[src/rtl/module_numero.sv]
// Keypad number entry: debounced-edge key accept, BCD digit buffer with
// backspace/clear, and a fixed-latency BCD-to-binary conversion on ENTER.
module module_numero #(
  parameter int N_DIGITS = 3,
  parameter int BIN_W    = 10
) (
  input  logic                             clk,
  input  logic                             rst,
  input  logic                             key_valid_i,
  input  logic [1:0]                       dato_codc_i,
  input  logic [1:0]                       dato_codf_i,
  output logic [4*N_DIGITS-1:0]            digits_o,
  output logic [$clog2(N_DIGITS+1)-1:0]    count_o,
  output logic [BIN_W-1:0]                 numero_o,
  output logic                             numero_valid_o,
  output logic                             busy_o,
  output logic                             err_o
);

  localparam int CNT_W = $clog2(N_DIGITS+1);
  localparam int IDX_W = (N_DIGITS > 1) ? $clog2(N_DIGITS) : 1;
  localparam int DW    = 4*N_DIGITS;

  typedef enum logic [1:0] {ENTRY = 2'd0, CONV = 2'd1, DONE = 2'd2} state_t;

  state_t            state_q, state_d;
  logic              key_prev_q;
  logic              accept;
  logic [3:0]        pos;
  logic              is_digit, is_clear, is_enter, is_bksp;
  logic [3:0]        dig;
  logic [3:0]        nib;
  logic [DW-1:0]     digits_q, digits_d;
  logic [CNT_W-1:0]  count_q, count_d;
  logic [BIN_W-1:0]  acc_q, acc_d, numero_q, numero_d;
  logic [IDX_W-1:0]  idx_q, idx_d;
  logic              fin_q, fin_d;
  logic              err_q, err_d;
  logic              valid_q, valid_d;

  assign pos    = {dato_codc_i, dato_codf_i};
  assign accept = key_valid_i & ~key_prev_q;

  always_comb begin
    is_digit = 1'b0;
    is_clear = 1'b0;
    is_enter = 1'b0;
    is_bksp  = 1'b0;
    dig      = '0;
    case (pos)
      4'd0:    begin is_digit = 1'b1; dig = 4'd1; end
      4'd1:    begin is_digit = 1'b1; dig = 4'd4; end
      4'd2:    begin is_digit = 1'b1; dig = 4'd7; end
      4'd4:    begin is_digit = 1'b1; dig = 4'd2; end
      4'd5:    begin is_digit = 1'b1; dig = 4'd5; end
      4'd6:    begin is_digit = 1'b1; dig = 4'd8; end
      4'd8:    begin is_digit = 1'b1; dig = 4'd3; end
      4'd9:    begin is_digit = 1'b1; dig = 4'd6; end
      4'd10:   begin is_digit = 1'b1; dig = 4'd9; end
      4'd7:    begin is_digit = 1'b1; dig = 4'd0; end
      4'd3:    is_clear = 1'b1;
      4'd11:   is_enter = 1'b1;
      4'd15:   is_bksp  = 1'b1;
      default: ;
    endcase
  end

  always_comb begin
    nib = '0;
    for (int unsigned i = 0; i < N_DIGITS; i++) begin
      if (idx_q == IDX_W'(i)) nib = digits_q[4*i +: 4];
    end
  end

  always_comb begin
    state_d  = state_q;
    digits_d = digits_q;
    count_d  = count_q;
    acc_d    = acc_q;
    idx_d    = idx_q;
    fin_d    = fin_q;
    numero_d = numero_q;
    err_d    = 1'b0;
    case (state_q)
      ENTRY: begin
        if (accept) begin
          if (is_digit) begin
            if (count_q == CNT_W'(N_DIGITS)) begin
              err_d = 1'b1;
            end else begin
              digits_d = (digits_q << 4) | DW'(dig);
              count_d  = count_q + CNT_W'(1);
            end
          end else if (is_bksp) begin
            if (count_q == '0) begin
              err_d = 1'b1;
            end else begin
              digits_d = digits_q >> 4;
              count_d  = count_q - CNT_W'(1);
            end
          end else if (is_clear) begin
            digits_d = '0;
            count_d  = '0;
          end else if (is_enter) begin
            if (count_q == '0) begin
              err_d = 1'b1;
            end else begin
              state_d = CONV;
              acc_d   = '0;
              idx_d   = IDX_W'(N_DIGITS-1);
              fin_d   = 1'b0;
            end
          end
        end
      end
      CONV: begin
        // One extra cycle after the last nibble publishes the result, so the
        // DONE pulse lands N_DIGITS+1 edges after the ENTER accept.
        if (fin_q) begin
          numero_d = acc_q;
          state_d  = DONE;
        end else begin
          acc_d = acc_q * BIN_W'(10) + BIN_W'(nib);
          if (idx_q == '0) fin_d = 1'b1;
          else             idx_d = idx_q - IDX_W'(1);
        end
      end
      DONE: begin
        state_d  = ENTRY;
        digits_d = '0;
        count_d  = '0;
      end
      default: state_d = ENTRY;
    endcase
  end

  assign valid_d = (state_q == CONV) && fin_q;

  always_ff @(posedge clk or posedge rst) begin
    if (rst) state_q <= ENTRY;
    else     state_q <= state_d;
  end

  always_ff @(posedge clk or posedge rst) begin
    if (rst) begin
      key_prev_q <= 1'b1;
      digits_q   <= '0;
      count_q    <= '0;
      acc_q      <= '0;
      idx_q      <= '0;
      fin_q      <= 1'b0;
      numero_q   <= '0;
      err_q      <= 1'b0;
      valid_q    <= 1'b0;
    end else begin
      key_prev_q <= key_valid_i;
      digits_q   <= digits_d;
      count_q    <= count_d;
      acc_q      <= acc_d;
      idx_q      <= idx_d;
      fin_q      <= fin_d;
      numero_q   <= numero_d;
      err_q      <= err_d;
      valid_q    <= valid_d;
    end
  end

  assign digits_o       = digits_q;
  assign count_o        = count_q;
  assign numero_o       = numero_q;
  assign numero_valid_o = valid_q;
  assign busy_o         = (state_q != ENTRY);
  assign err_o          = err_q;

endmodule

[config.mk]
export PLATFORM = sky130hd
export DESIGN_NAME = module_numero
export DESIGN_NICKNAME = d
export VERILOG_FILES = /design/src/rtl/module_numero.sv
export SDC_FILE = /design/constraint.sdc
export NUM_CORES = 1
export LEC_CHECK = 0
export CORE_ASPECT_RATIO = 0.75
export CORE_MARGIN = 2
export CORE_UTILIZATION = 40
export CTS_BUF_LIST = sky130_fd_sc_hd__clkbuf_16
export CTS_CLUSTER_SIZE = 10
export DETAILED_ROUTE_END_ITERATION = 16
export GPL_TIMING_DRIVEN = 0
export PLACE_DENSITY_LB_ADDON = 0.25
export SYNTH_ARGS = -nofsm -noshare
export SYNTH_HDL_FRONTEND = slang
export SYNTH_SLANG_ARGS = --single-unit
[constraint.sdc]
create_clock -name clk -period 3.6 [get_ports clk]
set_input_delay 0.9 -clock clk [delete_from_list [all_inputs] [get_ports clk]]
set_output_delay 0.9 -clock clk [all_outputs]
set_load 0.05 [all_outputs]
==> impl_summary.log <==
[metrics] post-route cell area: 0.00313 mm²
[metrics] fraction of the yosys area taken by sequential cells: 0.416
[metrics] number of warning messages in the yosys log: 0
[metrics] worst r2r src: idx_q[0]$_DFFE_PP0P_
[metrics] Clock Sink Count: 42
[metrics] critical path's top delay family: adder cells
[metrics] DRC violations left: 0
[metrics] sequential cell area: 0.00105 mm²
[metrics] Inserted Clock Buffers: 5
[metrics] post-CTS clock slew at the launch and capture registers of the worst setup and hold paths: 60 ps
[metrics] first-iteration detailed-routing DRC count: 120
[metrics] final core utilization: 0.505
[metrics] final setup TNS: 0 ps
[metrics] final hold violation count: 0
[metrics] average instance area after synthesis: 10.1 µm²
[metrics] per-cell via count in the routed design: 5.45
[metrics] data required time of the worst path: between 3000 and 4000 ps
[metrics] Logic pwr share: 0.477
[metrics] worst setup path endpoint: acc_q[9]$_DFFE_PP0P_
[metrics] maximum frequency from static timing analysis: 0.312 GHz
[metrics] post-placement setup slack: 436 ps
[metrics] Sequential Power Share: 0.313
[metrics] cell depth of the worst flop-to-flop path: 14
[metrics] starting density of the core: 0.408
[metrics] final count of negative-setup-slack endpoints: 0
[metrics] placer's final routability congestion estimate: 0.838
[metrics] Fin Hold WS: 506 ps
[metrics] Die Span Y: 72.8 µm
[metrics] classification of the worst-slack hold path: reg2reg
[metrics] hold depth: 1
[metrics] antenna diode count: 0
[metrics] unrepaired setup endpoints after global routing: no
[metrics] I/O pin count: 34
[metrics] areal power density over the cells: 773 mW/mm²
[metrics] biggest fanout along the worst timing path: 7
[metrics] crit path max-delay cell type: dfrtp_1
[metrics] cell breakdown of the critical path: inv_1, ha_1, nand2_1, nor2_1, a21oi_1, o21ai_0, ha_1, inv_1, fa_1, nor2b_1, o21ai_1, nor3_2, xnor3_1, a22o_1
[metrics] clock tree from TritonCTS: yes
[metrics] half-perimeter wire length after detailed placement: 4300 µm
[metrics] commonest non-fill, non-tap cells in the layout: dfrtp_1, clkdlybuf4s50_1, nand2_1
[metrics] via count: just over 2000
[metrics] largest net degree at the start of global routing: 43
[metrics] Worst setup EP type: flip-flop
[metrics] crit share post-route: 0.889
[metrics] leading register cell type out of synthesis: dfrtp_1
[metrics] Core Box Area: around 0.0062 mm²
[metrics] horizontal extent of the die: 95.8 µm
[metrics] Routed wire per std cell: 16.0 µm
[metrics] Psw: approximately 1000 µW
[metrics] cell chosen for the clock root: clkbuf_16
[metrics] number of routed nets with antenna violations: 0
[metrics] number of rows in the core area: 25
[metrics] antenna violations before repair: 0
[metrics] first-pass iteration count of the detailed router: 4
[metrics] deepest level of the CTS H-tree: 2
[metrics] clock share of power: 0.209
[metrics] final critical delay including setup and external delays: 3200 ps
[metrics] worst setup skew after layout: 4.71 ps
[metrics] largest buffer count on any clock path: 2
[metrics] cell area after synthesis: 0.00253 mm²
[metrics] post-synthesis sequential element count: 42
[metrics] area of the multi-input gates: 0.00138 mm²
[metrics] final net count: ~320
[metrics] Levels on crit path: 14
[metrics] Die ar.: 0.00698 mm²
[metrics] fill cell count: 585
[metrics] slowest cell delay on critical path: 400 ps
[metrics] worst setup slack after layout: 398 ps
[metrics] CP arrival: 3370 ps
[metrics] async set or reset register ratio after synthesis: 1.00
[metrics] quantity of I/O buffers inserted on ports: 31
[metrics] relative area change from synthesis to final layout: 23.7%
[metrics] cell internal power dissipation: roughly 1400 µW
[metrics] Post-synth EDFFs: 0
[metrics] commonest non-fill, non-tap cell in the layout: dfrtp_1
[metrics] peak supply drop: 0.417 mV
[metrics] Synthesized Nets: 278
[metrics] post-cts hold buffer count: 0
[metrics] class of the most critical setup path: reg2reg
[metrics] vias in the first global route: 2051
[metrics] worst reg2reg path endpoint: acc_q[9]$_DFFE_PP0P_
[metrics] headroom to the max-slew limit: 0.591
[metrics] number of buffers added for setup after CTS: 0
[metrics] clock latency reported for the late side of the worst-skew pair: 280 ps
[metrics] buffers and inverters on the worst path: 2
[metrics] Cell Area, Placed: 0.00296 mm²
[metrics] count of final max-slew check failures: 0
[metrics] GR Overflow Total: 0
[metrics] maximum capacitance violations: 0
[metrics] final routed wirelength across all metal layers: 5950 µm
[metrics] Gates resized, CTS repair: 0
[metrics] synth unique cells: 44
[metrics] transition time at the pin with the least slew margin: 611 ps
[metrics] switching power share of the total: 0.431
[metrics] count of mapped cells out of synthesis: 250
[metrics] setup slack of the worst register-to-register path: roughly 400 ps
[metrics] element type at the critical path start: flip-flop
[metrics] status: completed
[metrics] All-Layer GR Usage: 0.191
[metrics] global-route wire length before repair: approximately 10000 µm
[metrics] leakage power figure: 0.00142 µW
[metrics] layout cell share with drive strength beyond 1: 0.141
[metrics] start point of the critical path: idx_q[0]$_DFFE_PP0P_
-- synthesized netlist by cell type, drive strengths merged (5+ instances only) --
| cell | instances | area share |
|---|---|---|
| dfrtp | 41 | 0.41 |
| nand2 | 27 | 0.041 |
| o21ai | 20 | 0.041 |
| ha | 19 | 0.094 |
| mux2 | 16 | 0.071 |
| a21oi | 15 | 0.030 |
| nor2 | 15 | 0.025 |
| inv | 12 | 0.018 |
| xnor2 | 9 | 0.031 |
| a22o | 8 | 0.028 |
| buf | 8 | 0.016 |
| o31ai | 8 | 0.024 |
| and3 | 5 | 0.012 |
| nand3 | 5 | 0.0099 |
-- power groups by stage --
stage,clock network (µW),registers (µW),logic (µW)
floorplan,0,1010,538
global placement,0,757,1120
detailed placement,0,762,1140
CTS,518,754,1150
global route,537,778,1260
finish,506,757,1150
-- worst register-to-register path: cells and delay by family (launching register included) --
kind / cells / cell delay [ps]
simple gates: 4 / 620
buf+inv: 2 / 170
compound gates: 4 / 580
fa+ha+maj: 3 / 960
xor+xnor: 1 / 340
flops: 1 / 400
-- per-layer routing --
metal / wire, µm / up-vias / track usage
li1: - / 975 / -
met1: 3030 / 991 / 0.299
met2: 2590 / 51 / 0.268
met3: 284 / 4 / 0.0320
met4: 49 / 0 / 0.0540
met5: 0 / - / 0
-- stage by stage --
step	total power [µW]	instances
finish	2420	371
global route	2570	371
floorplan	1550	250
CTS	2430	371
detailed placement	1910	363
global placement	1880	362
-- layout make-up --
| class | instances | area share |
|---|---|---|
| clock inverter | 3 | 0.0132 |
| tap | 81 | 0.0324 |
| buffer | 11 | 0.0164 |
| sequential | 42 | 0.337 |
| inverter | 12 | 0.0144 |
| multi-input combinational | 185 | 0.441 |
| clock buffer | 5 | 0.0400 |
| timing repair buffer | 32 | 0.106 |
-- registers in the layout (all words and copies together), names as in the netlist --
name / flops
numero_valid_o: 1
acc_q: 10
digits_o: 12
numero_o: 10
fin_q: 1
err_o: 1
state_q: 2
idx_q: 2
key_prev_q: 1
count_o: 2
-- logic make-up (layout without fill, tap and decap cells) --
logic type | count (synthesis) | count (layout) | share of synthesized area
buf+inv | 23 | 63 | 0.0381
xor+xnor | 14 | 14 | 0.0540
simple gates | 62 | 62 | 0.115
flops | 42 | 42 | 0.416
compound gates | 69 | 69 | 0.183
mux | 19 | 19 | 0.0832
fa+ha+maj | 21 | 21 | 0.110
-- worst min-delay path by stage --
stage                             from                 endpoint  slack (ps)
4_1_cts        numero_o[6]$_DFFE_PP0P_  numero_o[6]$_DFFE_PP0P_         510
6_report       numero_o[9]$_DFFE_PP0P_  numero_o[9]$_DFFE_PP0P_         510
3_5_place_dp   numero_o[6]$_DFFE_PP0P_  numero_o[6]$_DFFE_PP0P_         500
5_1_grt        numero_o[9]$_DFFE_PP0P_  numero_o[9]$_DFFE_PP0P_         520
2_1_floorplan     acc_q[9]$_DFFE_PP0P_     acc_q[9]$_DFFE_PP0P_         470
3_3_place_gp   numero_o[6]$_DFFE_PP0P_  numero_o[6]$_DFFE_PP0P_         490
Power figures use the tool's default switching activity.
